<file path="config.mk">
export PLATFORM = sky130hd
export DESIGN_NAME = cordic_sweep_ctrl
export DESIGN_NICKNAME = d
export VERILOG_FILES = /design/src/rtl/cordic_sweep_ctrl.sv
export SDC_FILE = /design/constraint.sdc
export NUM_CORES = 1
export LEC_CHECK = 0
export BUFFER_PORTS_ARGS = -buffer_cell sky130_fd_sc_hd__buf_2
export CAP_MARGIN = 5
export CORE_MARGIN = 2
export CORE_UTILIZATION = 66
export DETAILED_ROUTE_END_ITERATION = 10
export PLACE_DENSITY = 0.83
export SLEW_MARGIN = 25
export SYNTH_ARGS = -nofsm -noshare
export SYNTH_HDL_FRONTEND = slang
export SYNTH_SLANG_ARGS = --single-unit
</file>
<file path="constraint.sdc">
create_clock -name clk1 -period 10.8 [get_ports clk1]
set_input_delay 2.16 -clock clk1 [delete_from_list [all_inputs] [get_ports clk1]]
set_output_delay 2.16 -clock clk1 [all_outputs]
set_load 0.01 [all_outputs]
</file>
<file path="src/rtl/cordic_sweep_ctrl.sv">
// Frequency/waveform sweep sequencer for the CORDIC waveform generator.
// Steps freq_out from start_f toward stop_f with a programmable dwell per value.
module cordic_sweep_ctrl #(
  parameter int FREQ_W  = 13,
  parameter int DWELL_W = 18
) (
  input  logic              clk1,
  input  logic              reset,
  input  logic              wr_en,
  input  logic [2:0]        wr_addr,
  input  logic [7:0]        wr_data,
  input  logic              start,
  input  logic              stop,
  output logic [FREQ_W-1:0] freq_out,
  output logic [1:0]        waveform_out,
  output logic              busy,
  output logic              tick,
  output logic              sweep_done
);

  typedef enum logic {IDLE, RUN} state_t;

  state_t             state, state_d;
  logic [FREQ_W-1:0]  cfg_start, cfg_stop;
  logic [7:0]         cfg_step, cfg_dwell;
  logic [4:0]         cfg_mode;

  logic [FREQ_W-1:0]  sh_start, sh_stop;
  logic [7:0]         sh_step, sh_dwell;
  logic               sh_loop, sh_pp, sh_wc;

  logic [DWELL_W-1:0] cnt, cnt_d;
  logic               dir, dir_d;          // 0 = up, 1 = down
  logic [FREQ_W-1:0]  freq_d;
  logic [1:0]         wave_d;
  logic               tick_d, done_d, load;

  logic [FREQ_W:0]    step_ext, up_sum, dn_lim;
  logic [FREQ_W-1:0]  up_nxt, dn_nxt;
  logic               up_end, dn_end;

  // Config registers: writable any time, only sampled into shadows on start.
  always_ff @(posedge clk1 or posedge reset) begin
    if (reset) begin
      cfg_start <= '0;
      cfg_stop  <= '0;
      cfg_step  <= '0;
      cfg_dwell <= '0;
      cfg_mode  <= '0;
    end else if (wr_en) begin
      case (wr_addr)
        3'd0: cfg_start[7:0]        <= wr_data;
        3'd1: cfg_start[FREQ_W-1:8] <= wr_data[FREQ_W-9:0];
        3'd2: cfg_stop[7:0]         <= wr_data;
        3'd3: cfg_stop[FREQ_W-1:8]  <= wr_data[FREQ_W-9:0];
        3'd4: cfg_step              <= wr_data;
        3'd5: cfg_dwell             <= wr_data;
        3'd6: cfg_mode              <= wr_data[4:0];
        default: ;
      endcase
    end
  end

  always_ff @(posedge clk1 or posedge reset) begin
    if (reset) begin
      sh_start <= '0;
      sh_stop  <= '0;
      sh_step  <= 8'd1;
      sh_dwell <= '0;
      sh_loop  <= 1'b0;
      sh_pp    <= 1'b0;
      sh_wc    <= 1'b0;
    end else if (load) begin
      sh_start <= cfg_start;
      sh_stop  <= cfg_stop;
      sh_step  <= (cfg_step == 8'd0) ? 8'd1 : cfg_step;
      sh_dwell <= cfg_dwell;
      sh_loop  <= cfg_mode[2];
      sh_pp    <= cfg_mode[3] & cfg_mode[2];
      sh_wc    <= cfg_mode[4] & cfg_mode[2];
    end
  end

  // Next-value candidates, one extra bit so neither direction can wrap.
  always_comb begin
    step_ext = {{(FREQ_W-7){1'b0}}, sh_step};
    up_end   = freq_out >= sh_stop;
    up_sum   = {1'b0, freq_out} + step_ext;
    up_nxt   = (up_sum > {1'b0, sh_stop}) ? sh_stop : up_sum[FREQ_W-1:0];
    dn_end   = freq_out <= sh_start;
    dn_lim   = {1'b0, sh_start} + step_ext;
    dn_nxt   = ({1'b0, freq_out} < dn_lim) ? sh_start
                                           : freq_out - step_ext[FREQ_W-1:0];
  end

  always_comb begin
    state_d = state;
    cnt_d   = cnt;
    dir_d   = dir;
    freq_d  = freq_out;
    wave_d  = waveform_out;
    tick_d  = 1'b0;
    done_d  = 1'b0;
    load    = 1'b0;
    case (state)
      IDLE: begin
        if (start && !stop) begin
          state_d = RUN;
          load    = 1'b1;
          cnt_d   = {cfg_dwell, {(DWELL_W-8){1'b1}}};
          dir_d   = 1'b0;
          freq_d  = cfg_start;
          wave_d  = cfg_mode[1:0];
          tick_d  = 1'b1;
        end
      end
      RUN: begin
        if (stop) begin
          state_d = IDLE;
        end else if (cnt != '0) begin
          cnt_d = cnt - 1'b1;
        end else begin
          cnt_d = {sh_dwell, {(DWELL_W-8){1'b1}}};
          if (!(dir ? dn_end : up_end)) begin
            freq_d = dir ? dn_nxt : up_nxt;
            tick_d = 1'b1;
          end else if (!sh_loop) begin
            state_d = IDLE;
            done_d  = 1'b1;
          end else begin
            tick_d = 1'b1;
            if (sh_wc) wave_d = waveform_out + 2'd1;
            if (!sh_pp) begin
              freq_d = sh_start;
              dir_d  = 1'b0;
            end else begin
              // Reverse, then apply the new direction's rule; a degenerate
              // range is an endpoint both ways and simply holds the value.
              dir_d  = ~dir;
              freq_d = dir ? (up_end ? freq_out : up_nxt)
                           : (dn_end ? freq_out : dn_nxt);
            end
          end
        end
      end
      default: state_d = IDLE;
    endcase
  end

  always_ff @(posedge clk1 or posedge reset) begin
    if (reset) begin
      state        <= IDLE;
      cnt          <= '0;
      dir          <= 1'b0;
      freq_out     <= '0;
      waveform_out <= '0;
      tick         <= 1'b0;
      sweep_done   <= 1'b0;
    end else begin
      state        <= state_d;
      cnt          <= cnt_d;
      dir          <= dir_d;
      freq_out     <= freq_d;
      waveform_out <= wave_d;
      tick         <= tick_d;
      sweep_done   <= done_d;
    end
  end

  assign busy = (state == RUN);

endmodule
</file>
==> results.json <==
{
  "fin_util_pct": 74.8,
  "grt_usage_pct": 35.1,
  "drv_cap": 0,
  "status": "completed",
  "synthCells": 915,
  "reg2reg_to": "freq_out[12]$_DFFE_PP0P_",
  "io_buffers": 33,
  "avgSynthCellArea_sq_um": 9.20,
  "r2r_start": "sh_step[0]$_DFFE_PP1P_",
  "period_share_pct": 44.5,
  "worst_slew_pin_slew_ns": 0.972,
  "cts_hold_buf": 0,
  "critical_path_arrival_ns": 5.12,
  "grt_max_degree": 80,
  "place_congestion": 0.934,
  "regArea_sq_um": 3230,
  "post-route-worst-setup-slack_ns": 6.00,
  "post_cts_buffers": 0,
  "reg2reg_setup_slack_ns": 6.00,
  "cts.sinks": 129,
  "fillCellCount": 932,
  "final_area_sq_um": 9360,
  "nNetsFinal": 1038,
  "yosysSeqAreaShare_pct": 38.4,
  "ys.flop_type": "dfrtp_1",
  "die_area_sq_um": 13700,
  "hp-start": "cfg_stop[0]$_DFFE_PP0P_",
  "wl_mm": 22.7,
  "clock.fmax_mhz": 208,
  "p_per_area_nw_per_um2": 306,
  "first_pass_iters": 5,
  "avgRoutedWirePerCell_um": 20.1,
  "worstHoldPathType": "reg -> reg",
  "cpLargestDelayFamily": "compound AO/OA/AOI/OAI gates",
  "vdd_ir_drop_max_mv": 0.201,
  "synth_top_family_by_area": "compound AO/OA/AOI/OAI gates",
  "crit_slowest_cell": "a41oi_2",
  "min_period_ns": 4.80,
  "h-tree-depth": 4,
  "clkTransAtPathRegs_ns": 0.06,
  "viasPerCell": 6.43,
  "synthSimpleGateAreaFrac_pct": 16.1,
  "vias": 7258,
  "area_growth_pct": 11.2,
  "max_slew_margin_pct": 34.6,
  "finClkSkew_ns": 0.00964,
  "grt_pass1_vias": 6794,
  "core_region_area_sq_um": 12500,
  "hold_depth": 2,
  "synth_cell_types": 72,
  "multi_input_area_sq_um": 4870,
  "placed_area_sq_um": 8730,
  "leakagePower_nw": 4.20,
  "max_stage_delay_ns": 0.75,
  "cp.required_ns": 11.11,
  "critical_path_buf_inv_count": 1,
  "clk-insertion-delay-late_ns": 0.42,
  "worst_hold_path.endpoint": "sh_stop[0]$_DFFE_PP0P_",
  "cp-end-kind": "flop",
  "start_util_pct": 67.3,
  "muxShareOfSynthArea_pct": 7.27,
  "rsz0062_at_grt": "false",
  "ys_ff_latch": 129,
  "post_cts_resized": 0,
  "cp_max_fo": 17,
  "die_height_um": 117,
  "drc": 0,
  "synth_area_sq_um": 8420,
  "hold_viol": 0,
  "synth_enable_flop_cells": 0,
  "grt_pass1_wl_mm": 36.1,
  "cts_tree": "done",
  "cts.path.max_buffers": 2,
  "antenna_found_initial": 0,
  "drv_slew": 0,
  "finalSetupViolations": 0,
  "insertedDiodeCount": 0,
  "final_common_cell": "dfrtp_1",
  "mostFrequentLayoutCells": "dfrtp_1 (128), nand2_1 (125), o21ai_0 (90)",
  "crit_type": "reg -> reg",
  "row_count": 41,
  "synth_nets": 1010,
  "dr.first_iter.drc_count": 754,
  "synthXorXnorAreaFrac_pct": 3.12,
  "root_buffer": "clkbuf_16",
  "cts_buffers": 17,
  "die_w_um": 117,
  "place_ws_ns": 6.13,
  "synth_compound_area_share_pct": 19.2,
  "startpoint_type": "flop",
  "antenna_left": 0,
  "ios": 34,
  "drive_above_1_share_pct": 14.5,
  "reg2regPathDepth": 18,
  "yosysWarnings": 0,
  "dp_hpwl_mm": 16.4,
  "fin_setup_tns_ns": 0,
  "cp_cell_sequence": "ha_1 -> inv_1 -> fa_1 -> nor2_1 -> o21ai_0 -> and3b_1 -> o211ai_1 -> o311ai_0 -> ha_1 -> nand3_1 -> nor4_1 -> a21oi_1 -> o21a_1 -> a41oi_2 -> mux2_2 -> o21ai_0 -> a211oi_1 -> a21o_1",
  "async_flop_share_pct": 100,
  "synth_fa_ha_area_share_pct": 12.0,
  "grt_overflow": 0
}
[through the flow]
stage | cells | hold WS (ns) | power [mW]
global placement | 1096 | 0.443 | 2.16
global route | 1128 | 0.501 | 3.06
CTS | 1128 | 0.466 | 2.82
detailed placement | 1096 | 0.452 | 2.20
floorplan | 915 | 0.435 | 1.82
finish | 1128 | 0.475 | 2.86
[sequential cells by signal, indices dropped and copies added, names as in the netlist, 2 cells and up]
register / count
sh_step: 8
cfg_mode: 5
freq_out: 13
cfg_stop: 13
cfg_dwell: 8
sh_start: 13
waveform_out: 2
cfg_step: 8
sh_dwell: 8
cfg_start: 13
cnt: 18
sh_stop: 13
[cells by family (layout without fill, tap and decap cells)]
group	after synthesis	after routing
AO/OA/AOI/OAI	251	251
XOR/XNOR	30	30
adder cells (fa/ha/maj)	79	79
buffers and inverters	87	128
flip-flops	129	129
multiplexers	55	55
AND/OR/NAND/NOR	284	284
[cell type report]
| type | count | share of cell area, % |
|---|---|---|
| flip-flops and latches | 129 | 34.5 |
| well taps | 172 | 2.30 |
| multi-input cells | 699 | 52.1 |
| clock buffers | 21 | 5.02 |
| clock inverters | 11 | 1.62 |
| inverters | 59 | 2.42 |
| repair buffers | 37 | 2.08 |
[cells in the mapped netlist, types with 3 or more instances]
master / number / area [sq um]
nor3b_1: 3 / 22.5
o31ai_1: 6 / 45.0
xnor2_1: 20 / 175
o21bai_1: 9 / 67.6
nand4b_1: 3 / 26.3
a221oi_1: 8 / 70.1
and3_1: 7 / 43.8
o21a_1: 6 / 45.0
inv_1: 59 / 221
fa_1: 3 / 60.1
nand3_1: 21 / 105
nand4_1: 10 / 62.6
a21boi_0: 4 / 30.0
mux2i_1: 6 / 60.1
a221o_1: 3 / 30.0
a222oi_1: 3 / 30.0
nor4_1: 4 / 25.0
a21o_1: 7 / 52.6
a2111oi_0: 3 / 26.3
o31a_1: 3 / 26.3
a21oi_1: 52 / 260
or2_2: 3 / 18.8
o21ai_0: 90 / 450
o211ai_1: 12 / 90.1
nor2_1: 52 / 195
a211oi_1: 8 / 60.1
or3_1: 5 / 31.3
clkbuf_1: 23 / 86.3
ha_1: 76 / 951
o21ai_1: 4 / 20.0
nand2_1: 125 / 469
dfrtp_1: 128 / 3200
mux2_2: 49 / 552
xor2_1: 10 / 87.6
nor3_1: 13 / 65.1
a31oi_1: 8 / 50.1
nor2b_1: 11 / 68.8
nand2b_1: 11 / 68.8
a22oi_1: 3 / 22.5
[worst min-delay path: cells and delay by family, from the launching register on]
| family | cells | cell delay (ns) |
|---|---|---|
| simple gates | 2 | 0.10 |
| flops | 1 | 0.34 |
[routing by layer]
layer | up-vias | GRT usage [%] | routed length [um]
li1 | 3369 | - | -
met1 | 3436 | 50.5 | 9840
met2 | 395 | 50.3 | 9670
met3 | 58 | 9.89 | 2460
met4 | 0 | 14.4 | 726
met5 | - | 0 | 0
[worst max path at each step]
stage / start / endpoint / slack (ns) / depth (start not counted)
floorplan: reset / busy$_DFF_PP0_ / 5.20 / 1
global placement: sh_step[0]$_DFFE_PP1P_ / freq_out[12]$_DFFE_PP0P_ / 6.17 / 16
detailed placement: sh_step[0]$_DFFE_PP1P_ / freq_out[12]$_DFFE_PP0P_ / 6.13 / 16
global route: sh_step[1]$_DFFE_PP0P_ / freq_out[12]$_DFFE_PP0P_ / 5.58 / 18
CTS: sh_step[1]$_DFFE_PP0P_ / freq_out[12]$_DFFE_PP0P_ / 6.08 / 18
finish: sh_step[0]$_DFFE_PP1P_ / freq_out[12]$_DFFE_PP0P_ / 6.00 / 18
[power by group]
group / leakage (nW) / switching, mW / total (mW) / internal [mW]
clock: 0.293 / 0.223 / 0.606 / 0.383
combinational: 2.36 / 0.872 / 1.48 / 0.610
sequential: 1.56 / 0.166 / 0.776 / 0.610
No activity file was read; power rests on OpenSTA's default activity.
